File: config.mk
export PLATFORM = sky130hd
export DESIGN_NAME = pwm_capture
export DESIGN_NICKNAME = d
export VERILOG_FILES = /design/src/rtl/pwm_pkg.sv /design/src/rtl/pwm_edge_sync.sv /design/src/rtl/pwm_capture.sv
export SDC_FILE = /design/constraint.sdc
export NUM_CORES = 1
export LEC_CHECK = 0
export BUFFER_PORTS_ARGS = -buffer_cell sky130_fd_sc_hd__buf_4
export CAP_MARGIN = 40
export CORE_UTILIZATION = 45
export CTS_CLUSTER_SIZE = 16
export DETAILED_ROUTE_END_ITERATION = 12
export PLACE_DENSITY = 0.63
export SLEW_MARGIN = 15
export SYNTH_ARGS = -nofsm -noshare
export SYNTH_HDL_FRONTEND = slang
export SYNTH_SLANG_ARGS = --single-unit
File: constraint.sdc
create_clock -name clk -period 2.3 [get_ports clk]
set_clock_uncertainty 0.15 [all_clocks]
set_input_delay 0.575 -clock clk [delete_from_list [all_inputs] [get_ports clk]]
set_output_delay 0.575 -clock clk [all_outputs]
set_load 0.01 [all_outputs]
File: src/rtl/pwm_pkg.sv
// Shared definitions for the PWM capture block.
//   state_e        : measurement state machine encoding
//   CNT_WIDTH_DEF  : default width of the period/high counters
//   CNT_SAT_DEF    : saturated (all-ones) count at the default width
package pwm_pkg;

  typedef enum logic [1:0] {
    IDLE = 2'd0,
    HIGH = 2'd1,
    LOW  = 2'd2
  } state_e;

  localparam int CNT_WIDTH_DEF = 17;

  localparam logic [CNT_WIDTH_DEF-1:0] CNT_SAT_DEF = '1;

endpackage

File: src/rtl/pwm_edge_sync.sv
// Input synchronizer and edge detector for an asynchronous PWM line.
// Ports:
//   clk      : system clock
//   syn_rst  : synchronous reset, active-high
//   pwm_in   : asynchronous PWM waveform
//   s        : pwm_in after SYNC_STAGES flops
//   rise     : s went 0 -> 1 this cycle
//   fall     : s went 1 -> 0 this cycle
module pwm_edge_sync #(
  parameter int SYNC_STAGES = 2
) (
  input  logic clk,
  input  logic syn_rst,
  input  logic pwm_in,
  output logic s,
  output logic rise,
  output logic fall
);

  logic [SYNC_STAGES-1:0] sync_q;
  logic                   s_d;

  // Synchronizer chain, then one extra flop to compare against for edges
  always_ff @(posedge clk) begin
    if (syn_rst) begin
      sync_q <= '0;
      s_d    <= 1'b0;
    end else begin
      sync_q <= {sync_q[SYNC_STAGES-2:0], pwm_in};
      s_d    <= sync_q[SYNC_STAGES-1];
    end
  end

  assign s    = sync_q[SYNC_STAGES-1];
  assign rise = s & ~s_d;
  assign fall = ~s & s_d;

endmodule

File: src/rtl/pwm_capture.sv
// PWM capture: measures period and high time (in clk cycles) of an
// asynchronous PWM input and flags a line that stops toggling.
// Ports:
//   clk         : system clock
//   syn_rst     : synchronous reset, active-high
//   pwm_in      : asynchronous PWM waveform
//   meas_period : cycles between the last two rising edges
//   meas_high   : cycles high within that period
//   meas_valid  : one-cycle strobe when meas_period/meas_high update
//   stuck_high  : no edge for 2^CNT_WIDTH-1 cycles with the line high
//   stuck_low   : no edge for 2^CNT_WIDTH-1 cycles with the line low
module pwm_capture
  import pwm_pkg::*;
#(
  parameter int CNT_WIDTH   = CNT_WIDTH_DEF,
  parameter int SYNC_STAGES = 2
) (
  input  logic                 clk,
  input  logic                 syn_rst,
  input  logic                 pwm_in,
  output logic [CNT_WIDTH-1:0] meas_period,
  output logic [CNT_WIDTH-1:0] meas_high,
  output logic                 meas_valid,
  output logic                 stuck_high,
  output logic                 stuck_low
);

  localparam logic [CNT_WIDTH-1:0] CNT_SAT = '1;
  localparam logic [CNT_WIDTH-1:0] CNT_ONE = CNT_WIDTH'(1);

  logic                 s;
  logic                 rise;
  logic                 fall;
  state_e               state;
  logic [CNT_WIDTH-1:0] cnt;
  logic [CNT_WIDTH-1:0] hi_len;

  // True on the cycle whose increment would land on all-ones. The >= also
  // catches a count already parked at all-ones (fall taken on the limit
  // cycle), so the counter can never wrap.
  function automatic logic at_limit(input logic [CNT_WIDTH-1:0] c);
    return c >= (CNT_SAT - CNT_ONE);
  endfunction

  pwm_edge_sync #(
    .SYNC_STAGES(SYNC_STAGES)
  ) u_edge_sync (
    .clk    (clk),
    .syn_rst(syn_rst),
    .pwm_in (pwm_in),
    .s      (s),
    .rise   (rise),
    .fall   (fall)
  );

  // Measurement state machine; cnt counts the rise cycle as cycle 1
  always_ff @(posedge clk) begin
    if (syn_rst) begin
      state       <= IDLE;
      cnt         <= '0;
      hi_len      <= '0;
      meas_period <= '0;
      meas_high   <= '0;
      meas_valid  <= 1'b0;
      stuck_high  <= 1'b0;
      stuck_low   <= 1'b0;
    end else begin
      meas_valid <= 1'b0;

      // Any edge proves the line is alive again
      if (rise || fall) begin
        stuck_high <= 1'b0;
        stuck_low  <= 1'b0;
      end

      case (state)
        IDLE: begin
          // First rise only arms; there is no previous rise to measure from
          if (rise) begin
            state <= HIGH;
            cnt   <= CNT_ONE;
          end
        end

        HIGH: begin
          if (fall) begin
            state  <= LOW;
            hi_len <= cnt;
            cnt    <= cnt + CNT_ONE;
          end else if (at_limit(cnt)) begin
            state      <= IDLE;
            cnt        <= CNT_SAT;
            stuck_high <= s;
            stuck_low  <= ~s;
          end else begin
            cnt <= cnt + CNT_ONE;
          end
        end

        LOW: begin
          if (rise) begin
            state       <= HIGH;
            meas_period <= cnt;
            meas_high   <= hi_len;
            meas_valid  <= 1'b1;
            cnt         <= CNT_ONE;
          end else if (at_limit(cnt)) begin
            state      <= IDLE;
            cnt        <= CNT_SAT;
            stuck_high <= s;
            stuck_low  <= ~s;
          end else begin
            cnt <= cnt + CNT_ONE;
          end
        end

        default: state <= IDLE;
      endcase
    end
  end

endmodule

==> out/qor.csv, run 1 <==
metric,value,unit
status,"finished, final reports clean",
post-route setup TNS,0,ns
Tcrit/Tclk final,92.43,%
CORE AREA,0.006944,mm2
Logic pwr share,3.4,%
peak supply drop,0.2003,mV
largest family of logic cells by synthesized area,simple AND/OR/NAND/NOR gates,
share of cells above drive strength 1,20.70,%
Die ar.,0.007726,mm2
Netlist cell types,40,
"Seq/Total Area, Yosys",45.82,%
"Avg Cell Area, Syn",7.777,um2
Startpoint Class,flip-flop,
relative slew slack,54.93,%
multiplexer share of the synthesized area,0,%
Syn Std Cell Area,0.003321,mm2
Syn Nets,438,
fmax,470.4,MHz
gp weighted congestion,0.9079,
Routed WL per cell,14.38,um
Max Transition Viols Final,0,
"top cells by area, synth","dfxtp_1, nand2_1, a21oi_1, o21ai_0, ha_1",
Worst Path Max Fanout,8,
"count leader, synth",nand2_1,
slew of the pin with the lowest slew margin,0.6761,ns
number of synthesized register bits,76,
Hold Crit Class,in -> reg,
worst hold slack,0.2860,ns
# diodes,0,
Final ANT Viol Nets,0,
simple-gate share of the synthesized area,27.77,%
initial antenna violation count,0,
Post-synth top cells,"nand2_1, dfxtp_1, a21oi_1",
Synth Area in Compound Gates,18.27,%
vias in the first global route,2746,
Initial Util,47.82,%
Post-synth EDFFs,0,
endpoints failing setup,0,
ys async rst share,0,%
CTS Buf Count,9,
Clock power frac,40.4,%
CP max-delay cell,dfxtp_2,
placed cell area,0.003821,mm2
Synth Area in Adders,3.014,%
Clock Tree Buf Depth,2,
Seq pwr share,56.2,%
post-route cell area,0.004034,mm2
"Primary FF master, synth",dfxtp_1,
largest area contributor in the netlist,dfxtp_1,
CP cell instances,inv_1 > ha_1 > o2111ai_2 > nor4_4 > buf_4 > or3_1 > a221oi_1,
final WL,8.328,mm
pin count of the biggest net entering global routing,62,
Pleak,1.549,nW
final net count,489,
first-pass GRT wire length,13.47,mm
Switching Fraction,25.86,%
max incr delay on CP,0.46,ns
Critical Path AT,2.23,ns
H-tree depth,3,
row count,30,
minimum clock period,2.126,ns
Overflow after GRT,0,
worst skew pair latency,0.35,ns
PortBufs,39,
sw power,0.6109,mW
Worst Setup End Kind,flip-flop,
via count,3116,
DR vias/cell,5.382,
Die X,87.90,um
post-synth top area share,45.82,%
CP Class,reg -> reg,
die height,87.90,um
CTS sink cnt,76,
Power Density,585.6,mW/mm2
detailed-router iteration count before antenna repair,5,
WP data required,2.41,ns
unrepaired setup endpoints after global routing,false,
clk slew on worst S/H paths,0.09,ns
post-synthesis cell count,427,
Post-Synth XOR/XNOR Area,0.2638,%
hpwl dp,5.799,mm
DRC violations left,0,
CTS root buf,clkbuf_8,
max cap viols,0,
Final Hold Vio Count,0,
Layout Area Growth over Synthesis,21.48,%
Int Power,1.751,mW
All-Layer GR Usage,22.65,%
TritonCTS clock tree,done,
Top Ports,40,
YS warnings,0,
initial DRC count,217,
## cells by family (layout without fill, tap and decap cells)
logic type,Yosys count,in the layout
AOI/OAI and AO/OA,106,106
xor gates and xnor gates,1,1
adders and majority gates,8,8
and+or+nand+nor,197,197
buffers and inverters,39,95
DFF,76,76
## state kept, by name, indices dropped and copies added, names as in the netlist
name,flops
meas_period,17
stuck_high,1
cnt,17
hi_len,17
meas_high,17
state,2
meas_valid,1
u_edge_sync.sync_q,2
stuck_low,1
u_edge_sync.s_d,1
## cell usage in the layout, fill, tap and decap left out, types with 2 or more instances in the layout
| master | netlist | layout |
|---|---|---|
| o211ai_1 | 2 | 2 |
| a31oi_1 | 4 | 4 |
| nand4_1 | 4 | 4 |
| and2_1 | 3 | 3 |
| nor4_1 | 7 | 7 |
| a21oi_1 | 57 | 57 |
| nor2_1 | 20 | 20 |
| nand2b_1 | 3 | 3 |
| dfxtp_1 | 76 | 74 |
| dfxtp_2 | 0 | 2 |
| or2_2 | 2 | 2 |
| ha_1 | 8 | 8 |
| inv_6 | 0 | 3 |
| a21oi_2 | 2 | 2 |
| buf_4 | 0 | 67 |
| or3_1 | 3 | 3 |
| a221oi_1 | 3 | 3 |
| nor2b_1 | 7 | 7 |
| clkbuf_8 | 0 | 9 |
| nand2_1 | 119 | 119 |
| clkinvlp_4 | 0 | 2 |
| nor3_1 | 7 | 7 |
| nand3_1 | 9 | 9 |
| and3_1 | 4 | 4 |
| nor3b_1 | 3 | 3 |
| inv_1 | 11 | 11 |
| o21ai_0 | 28 | 28 |
| a31oi_2 | 4 | 4 |
## critical path, delay by kind of cell (launching register included)
family / cells / cell delay [ns]
buf+inv: 2 / 0.27
fa+ha+maj: 1 / 0.22
simple gates: 2 / 0.42
compound gates: 2 / 0.52
flops: 1 / 0.46
## per-stage QoR
stage	power (mW)	std cells	worst slack (ns)	utilization, %
6_report	2.362	579	0.1742	58.09
5_1_grt	2.445	579	0.04844	58.09
4_1_cts	2.380	576	0.08972	57.64
3_5_place_dp	1.435	560	0.1105	55.03
3_3_place_gp	1.436	560	0.1386	55.03
2_1_floorplan	1.409	427	0.3287	-
## per-layer routing
layer  share of wire, %  vias to the layer above  GRT usage [%]  wire, um
li1                   -                     1560              -         -
met1                 49                     1430          32.75      4050
met2                 45                      115          34.60      3763
met3                5.3                       11          3.110       443
met4               0.84                        0          7.601        70
met5                  0                        -              0         0
## repair_timing
| action | 4_1_cts | 5_1_grt |
|---|---|---|
| endpoints found under the setup margin | 0 | 16 |
| hold buffers | 0 | 0 |
| buffers inserted | 0 | 3 |
| resized for setup | 0 | 3 |
## power groups by stage
stage	clock network, mW	registers (mW)	logic, mW
after detailed placement	0	1.36	0.0784
after global placement	0	1.36	0.0786
after floorplan	0	1.35	0.0548
final	0.955	1.33	0.0802
after CTS	0.975	1.33	0.0789
after global routing	1.03	1.33	0.0893
## cell type report
class | count | area (um2)
clock buffers | 9 | 123.9
clock inverters | 7 | 57.56
fillers | 676 | 2910
inverters | 11 | 41.29
multi-input cells | 312 | 1644
flip-flops and latches | 76 | 1524
well taps | 96 | 120.1
repair buffers | 68 | 523.0
## worst paths after layout
path	startpoint	to	slack, ns	cells after the start
worst max-delay path	cnt[0]	state[0]	0.17	7
worst min-delay path	pwm_in	u_edge_sync.sync_q[0]	0.29	2
worst max register to register	cnt[0]	state[0]	0.17	7
worst min register to register	u_edge_sync.sync_q[0]	u_edge_sync.sync_q[1]	0.30	1
(Power assumes the default switching activity.)
==> inputs of run 2 (changes only) <==
- PLACE_DENSITY: 0.63 -> 0.66
- clock period: 2.3 -> 1.94 ns (I/O delays scaled with it)
==> run 2 against run 1 <==
  * Worst setup slack got worse by 0.12 ns
  * Design area increased by 7.6%
  * Die area unchanged
  * Fmax increased by 13%
==> out/qor.csv, run 2 (same netlist as run 1, synthesis figures left out) <==
metric,value,unit,change
status,"finished, final reports clean",,
final instance count without filler cells,599,,+3.5%
Die ar.,0.007726,mm2,unchanged
Tcrit/Tclk final,97.27,%,+4.8 points
worst skew pair latency,0.34,ns,about the same
Routed WL per cell,14.80,um,+2.9%
Hold Crit Class,in -> reg,,
max cap viols,0,,unchanged
Overflow after GRT,0,,unchanged
slew of the pin with the lowest slew margin,0.5928,ns,-0.08326 ns
DR vias/cell,5.406,,+0.45%
Final Hold Vio Count,0,,unchanged
Pleak,1.687,nW,+8.9%
DRC violations left,0,,unchanged
post-route cell area,0.004342,mm2,+7.6%
relative slew slack,60.48,%,+5.6 points
vias in the first global route,2898,,+5.5%
Initial Util,47.82,%,unchanged
row count,30,,unchanged
hpwl dp,6.000,mm,+3.5%
endpoints failing setup,0,,unchanged
first-pass GRT wire length,14.01,mm,+4.0%
Worst Setup End Kind,flip-flop,,
via count,3238,,+3.9%
initial DRC count,225,,+3.7%
Worst Path Max Fanout,4,,-4
Critical Path AT,2.01,ns,-0.22 ns
Post-Place Worst Slack,-0.07864,ns,-0.1891 ns
Startpoint Class,flip-flop,,
TritonCTS clock tree,done,,
CP Class,reg -> reg,,
die height,87.90,um,unchanged
Final ANT Viol Nets,0,,unchanged
Layout Area Growth over Synthesis,30.75,%,
Max Transition Viols Final,0,,unchanged
hold worst-path end,u_edge_sync.sync_q[0],,
fmax,529.9,MHz,+13%
minimum clock period,1.887,ns,-0.2387 ns
Die X,87.90,um,unchanged
hold_sp,pwm_in,,
CORE AREA,0.006944,mm2,unchanged
Hold Path Stages,2,,unchanged
CTS Buf Count,9,,unchanged
clk slew on worst S/H paths,0.08,ns,about the same
initial antenna violation count,0,,unchanged
Top Ports,40,,unchanged
"most common cell after layout, fill and taps aside",nand2_1,,
All-Layer GR Usage,23.89,%,+1.2 points
detailed-router iteration count before antenna repair,5,,unchanged
Power Density,666.0,mW/mm2,+14%
pin count of the biggest net entering global routing,57,,-8.1%
CTS sink cnt,76,,unchanged
peak supply drop,0.3134,mV,+56%
gp weighted congestion,0.8797,,-3.1%
worst-case reg-to-reg path depth,6,,-1
Cells after DPL,583,,+4.1%
placed cell area,0.004020,mm2,+5.2%
share of cells above drive strength 1,28.63,%,+7.9 points
Clock Tree Buf Depth,2,,unchanged
final net count,509,,+4.1%
Worst R2R End,cnt[3],,
PortBufs,39,,unchanged
Post-CTS Repair Setup Buffers,0,,unchanged
post-route setup TNS,0,ns,unchanged
most frequent cells in the layout,"nand2_1, buf_4, dfxtp_1",,
H-tree depth,3,,unchanged
r2r setup slk,0.05,ns,-0.12 ns
# diodes,0,,unchanged
unrepaired setup endpoints after global routing,true,,
slack of the critical path,0.05288,ns,-0.1213 ns
final WL,8.865,mm,+6.4%
# hold bufs at CTS,0,,unchanged
post-layout util,62.52,%,+4.4 points
Crit Reg-Reg Startpoint,state[0],,
CTS root buf,clkbuf_8,,
WP data required,2.06,ns,-0.35 ns
[run 2: cell types whose count changed in the layout (fill, tap and decap cells not counted), sizes merged]
cell and delta:
clkinv +3, clkbuf +1, buf +20, clkinvlp -1, bufinv +1, inv -4
[run 2: final cells by class]
class | count | area, um2
Timing Repair Buffer | 88 | 698.2
Multi-Input combinational cell | 312 | 1763
Inverter | 11 | 41.29
Sequential cell | 76 | 1526
Tap cell | 96 | 120.1
Fill cell | 624 | 2603
Clock inverter | 6 | 65.06
Clock buffer | 10 | 127.6
[run 2: power by group]
group	internal [mW]	total [mW]	switching (mW)
clock network	0.595	1.19	0.593
logic	0.0513	0.135	0.0837
registers	1.56	1.57	0.00395
total	2.21	2.89	0.681
[run 2: critical path, stage by stage (launching register included)]
cell and delay, ns:
dfxtp_2 0.33, buf_4 0.14, ha_1 0.24, nor2b_4 0.16
o211ai_1 0.20, or3_1 0.42, a31oi_2 0.17
[run 2: per-stage QoR]
step,hold WS [ns],power (mW)
6_report,0.1972,2.891
5_1_grt,0.2114,2.984
4_1_cts,0.1976,2.878
3_5_place_dp,0.2855,1.722
3_3_place_gp,0.2692,1.722
2_1_floorplan,0.2638,1.671
[run 2: timing repair]
action | 4_1_cts | 5_1_grt
setup endpoints to repair | 16 | 59
gates resized for setup | 9 | 35
pin swaps | 2 | 5
[run 2: layer usage]
layer	global-route usage [%]	up-vias	share of wire, %
li1	-	1586	-
met1	32.75	1513	46
met5	0	-	0
met4	8.048	0	1.0
met3	3.864	12	6.8
met2	38.20	127	46
[run 2: how the worst max path moves through the flow]
stage / start / endpoint / slack (ns) / depth (start not counted)
final: state[0] / cnt[3] / 0.05 / 6
after global routing: u_edge_sync.s_d / cnt[3] / -0.03 / 6
after CTS: cnt[0] / state[0] / 0.001 / 7
after detailed placement: state[0] / cnt[9] / -0.08 / 7
after global placement: state[0] / cnt[9] / -0.05 / 7
after floorplan: state[1] / cnt[9] / 0.02 / 9
==> inputs of run 3 (changes only) <==
- MAX_ROUTING_LAYER: not set -> met4
- SKIP_LAST_GASP: not set -> 1
==> run 3 against run 2 <==
  * Design area grew 0.43%
  * Global-route usage grew 0.91 points
  * Non-clock buffer count grew 3
  * Combinational power grew 4%
  * Clock power is essentially flat
  * Clock-buffer cell count is the same
  * Sequential power is essentially flat
  * Power is essentially flat
  * Worst hold slack gained 0.0024 ns
  * Cell count grew 0.50%
  * Largest cell class unchanged
  * Largest power group unchanged
==> out/qor.csv, run 3 (same netlist as run 1, synthesis figures left out) <==
metric,value,unit,change
Worst R2R End,cnt[10],,
"most common cell after layout, fill and taps aside",nand2_1,,
clk slew on worst S/H paths,0.08,ns,about the same
critical path launch point,state[1],,
Die ar.,0.007726,mm2,unchanged
fmax,520.1,MHz,-1.9%
Setup crit end,cnt[10],,
status,"finished, final reports clean",,
CP cell instances,inv_1 > ha_4 > nor2b_4 > o211ai_1 > buf_4 > nor2_1 > nand4_1 > a31oi_2,,
Initial Util,47.82,%,unchanged
gp weighted congestion,0.9191,,+4.5%
Hold Crit Class,in -> reg,,
H-tree depth,3,,unchanged
max cap viols,0,,unchanged
All-Layer GR Usage,24.79,%,+0.91 points
worst hold slack,0.1997,ns,+0.002447 ns
WP data required,2.06,ns,about the same
DR vias/cell,5.455,,+0.92%
Power Density,662.5,mW/mm2,-0.52%
Max Transition Viols Final,0,,unchanged
endpoints failing setup,0,,unchanged
share of cells above drive strength 1,28.66,%,about the same
worst skew pair latency,0.34,ns,about the same
Post-Place Worst Slack,-0.1195,ns,-0.04089 ns
slack of the critical path,0.01715,ns,-0.03573 ns
Final ANT Viol Nets,0,,unchanged
# hold bufs at CTS,0,,unchanged
row count,30,,unchanged
Worst Setup End Kind,flip-flop,,
slew of the pin with the lowest slew margin,0.5971,ns,+0.004315 ns
Die X,87.90,um,unchanged
first-pass GRT wire length,14.26,mm,+1.8%
PortBufs,39,,unchanged
Top Ports,40,,unchanged
via count,3284,,+1.4%
detailed-router iteration count before antenna repair,5,,unchanged
Layout Area Growth over Synthesis,31.31,%,
Critical Path AT,2.05,ns,+0.04 ns
final net count,512,,+0.59%
Crit Reg-Reg Startpoint,state[1],,
# diodes,0,,unchanged
Final Hold Vio Count,0,,unchanged
hpwl dp,6.156,mm,+2.6%
initial DRC count,273,,+21%
CTS root buf,clkbuf_8,,
DR top layer,met4,,
metal1 wirelength,4.062,mm,-0.93%
CP max-delay cell,dfxtp_2,,
vias in the first global route,2948,,+1.7%
Overflow after GRT,0,,unchanged
die height,87.90,um,unchanged
Tcrit/Tclk final,99.12,%,+1.8 points
minimum clock period,1.923,ns,+0.03573 ns
pin count of the biggest net entering global routing,57,,unchanged
CTS sink cnt,76,,unchanged
Met2 Routed Length,4.110,mm,+1.0%
worst-case reg-to-reg path depth,8,,+2
met3 WL,594,um,-2.0%
r2r setup slk,0.02,ns,-0.04 ns
Clock Tree Buf Depth,2,,unchanged
Worst Path Max Fanout,4,,unchanged
DRC violations left,0,,unchanged
CTS Buf Count,9,,unchanged
TritonCTS clock tree,done,,
Pleak,1.701,nW,+0.86%
unrepaired setup endpoints after global routing,true,,
CORE AREA,0.006944,mm2,unchanged
peak supply drop,0.4157,mV,+33%
most frequent cells in the layout,"nand2_1, buf_4, dfxtp_1",,
relative slew slack,60.19,%,-0.29 points
max incr delay on CP,0.34,ns,-0.08 ns
final WL,8.884,mm,+0.21%
initial antenna violation count,0,,unchanged
Startpoint Class,flip-flop,,
Routed WL per cell,14.76,um,-0.29%
CP Class,reg -> reg,,
## run 3: cell types whose count changed in the layout (fill, tap and decap cells not counted), moves of 2 or more
| cell | delta |
|---|---|
| nor2b_1 | -2 |
| o21ai_0 | +6 |
| nor2b_2 | +2 |
| o21ai_1 | -7 |
| buf_4 | +2 |
## run 3: critical path: cells and delay by family (launching register included)
kind	cells	cell delay (ns)
compound gates	2	0.37
fa+ha+maj	1	0.29
buf+inv	2	0.32
flops	1	0.34
simple gates	3	0.38
## run 3: per-layer routing
metal | vias to the layer above | global-route usage, %
li1 | 1599 | -
met1 | 1544 | 33.74
met2 | 127 | 37.70
met3 | 14 | 5.090
met4 | 0 | 5.812
met5 | - | -
## run 3: how the worst min path moves through the flow
stage / startpoint / endpoint / slack (ns) / depth (start not counted)
floorplan: u_edge_sync.sync_q[0] / u_edge_sync.sync_q[1] / 0.26 / 1
global placement: u_edge_sync.sync_q[0] / u_edge_sync.sync_q[1] / 0.27 / 1
detailed placement: u_edge_sync.sync_q[0] / u_edge_sync.sync_q[1] / 0.28 / 1
CTS: pwm_in / u_edge_sync.sync_q[0] / 0.19 / 2
global route: pwm_in / u_edge_sync.sync_q[0] / 0.20 / 2
finish: pwm_in / u_edge_sync.sync_q[0] / 0.20 / 2
## run 3: repair_timing
action / 4_1_cts / 5_1_grt
buffers inserted: 1 / 1
gates resized for setup: 13 / 24
pin swaps: 2 / 6
setup endpoints to repair: 16 / 44
## run 3: final cells by class
cell class | count | area [um2]
Fill cell | 652 | 2584
Multi-Input combinational cell | 312 | 1747
Sequential cell | 76 | 1526
Timing Repair Buffer | 91 | 733.2
Clock buffer | 10 | 127.6
Tap cell | 96 | 120.1
Clock inverter | 6 | 65.06
Inverter | 11 | 41.29
## run 3: report_power, final
group          switching (mW)  total, mW  internal, mW
registers             0.00372       1.57          1.56
clock network           0.586       1.18         0.595
logic                  0.0833      0.140        0.0566
## run 3: metrics by stage
stage / std cells / setup TNS [ns] / total power [mW] / util [%] / instance area (um2)
floorplan: 427 / 0 / 1.671 / - / 3323
global placement: 584 / -0.3798 / 1.723 / 58.18 / 4040
detailed placement: 584 / -0.8378 / 1.724 / 58.18 / 4040
CTS: 601 / 0 / 2.898 / 61.64 / 4280
global route: 602 / -0.2167 / 3.004 / 62.79 / 4360
finish: 602 / 0 / 2.889 / 62.79 / 4360
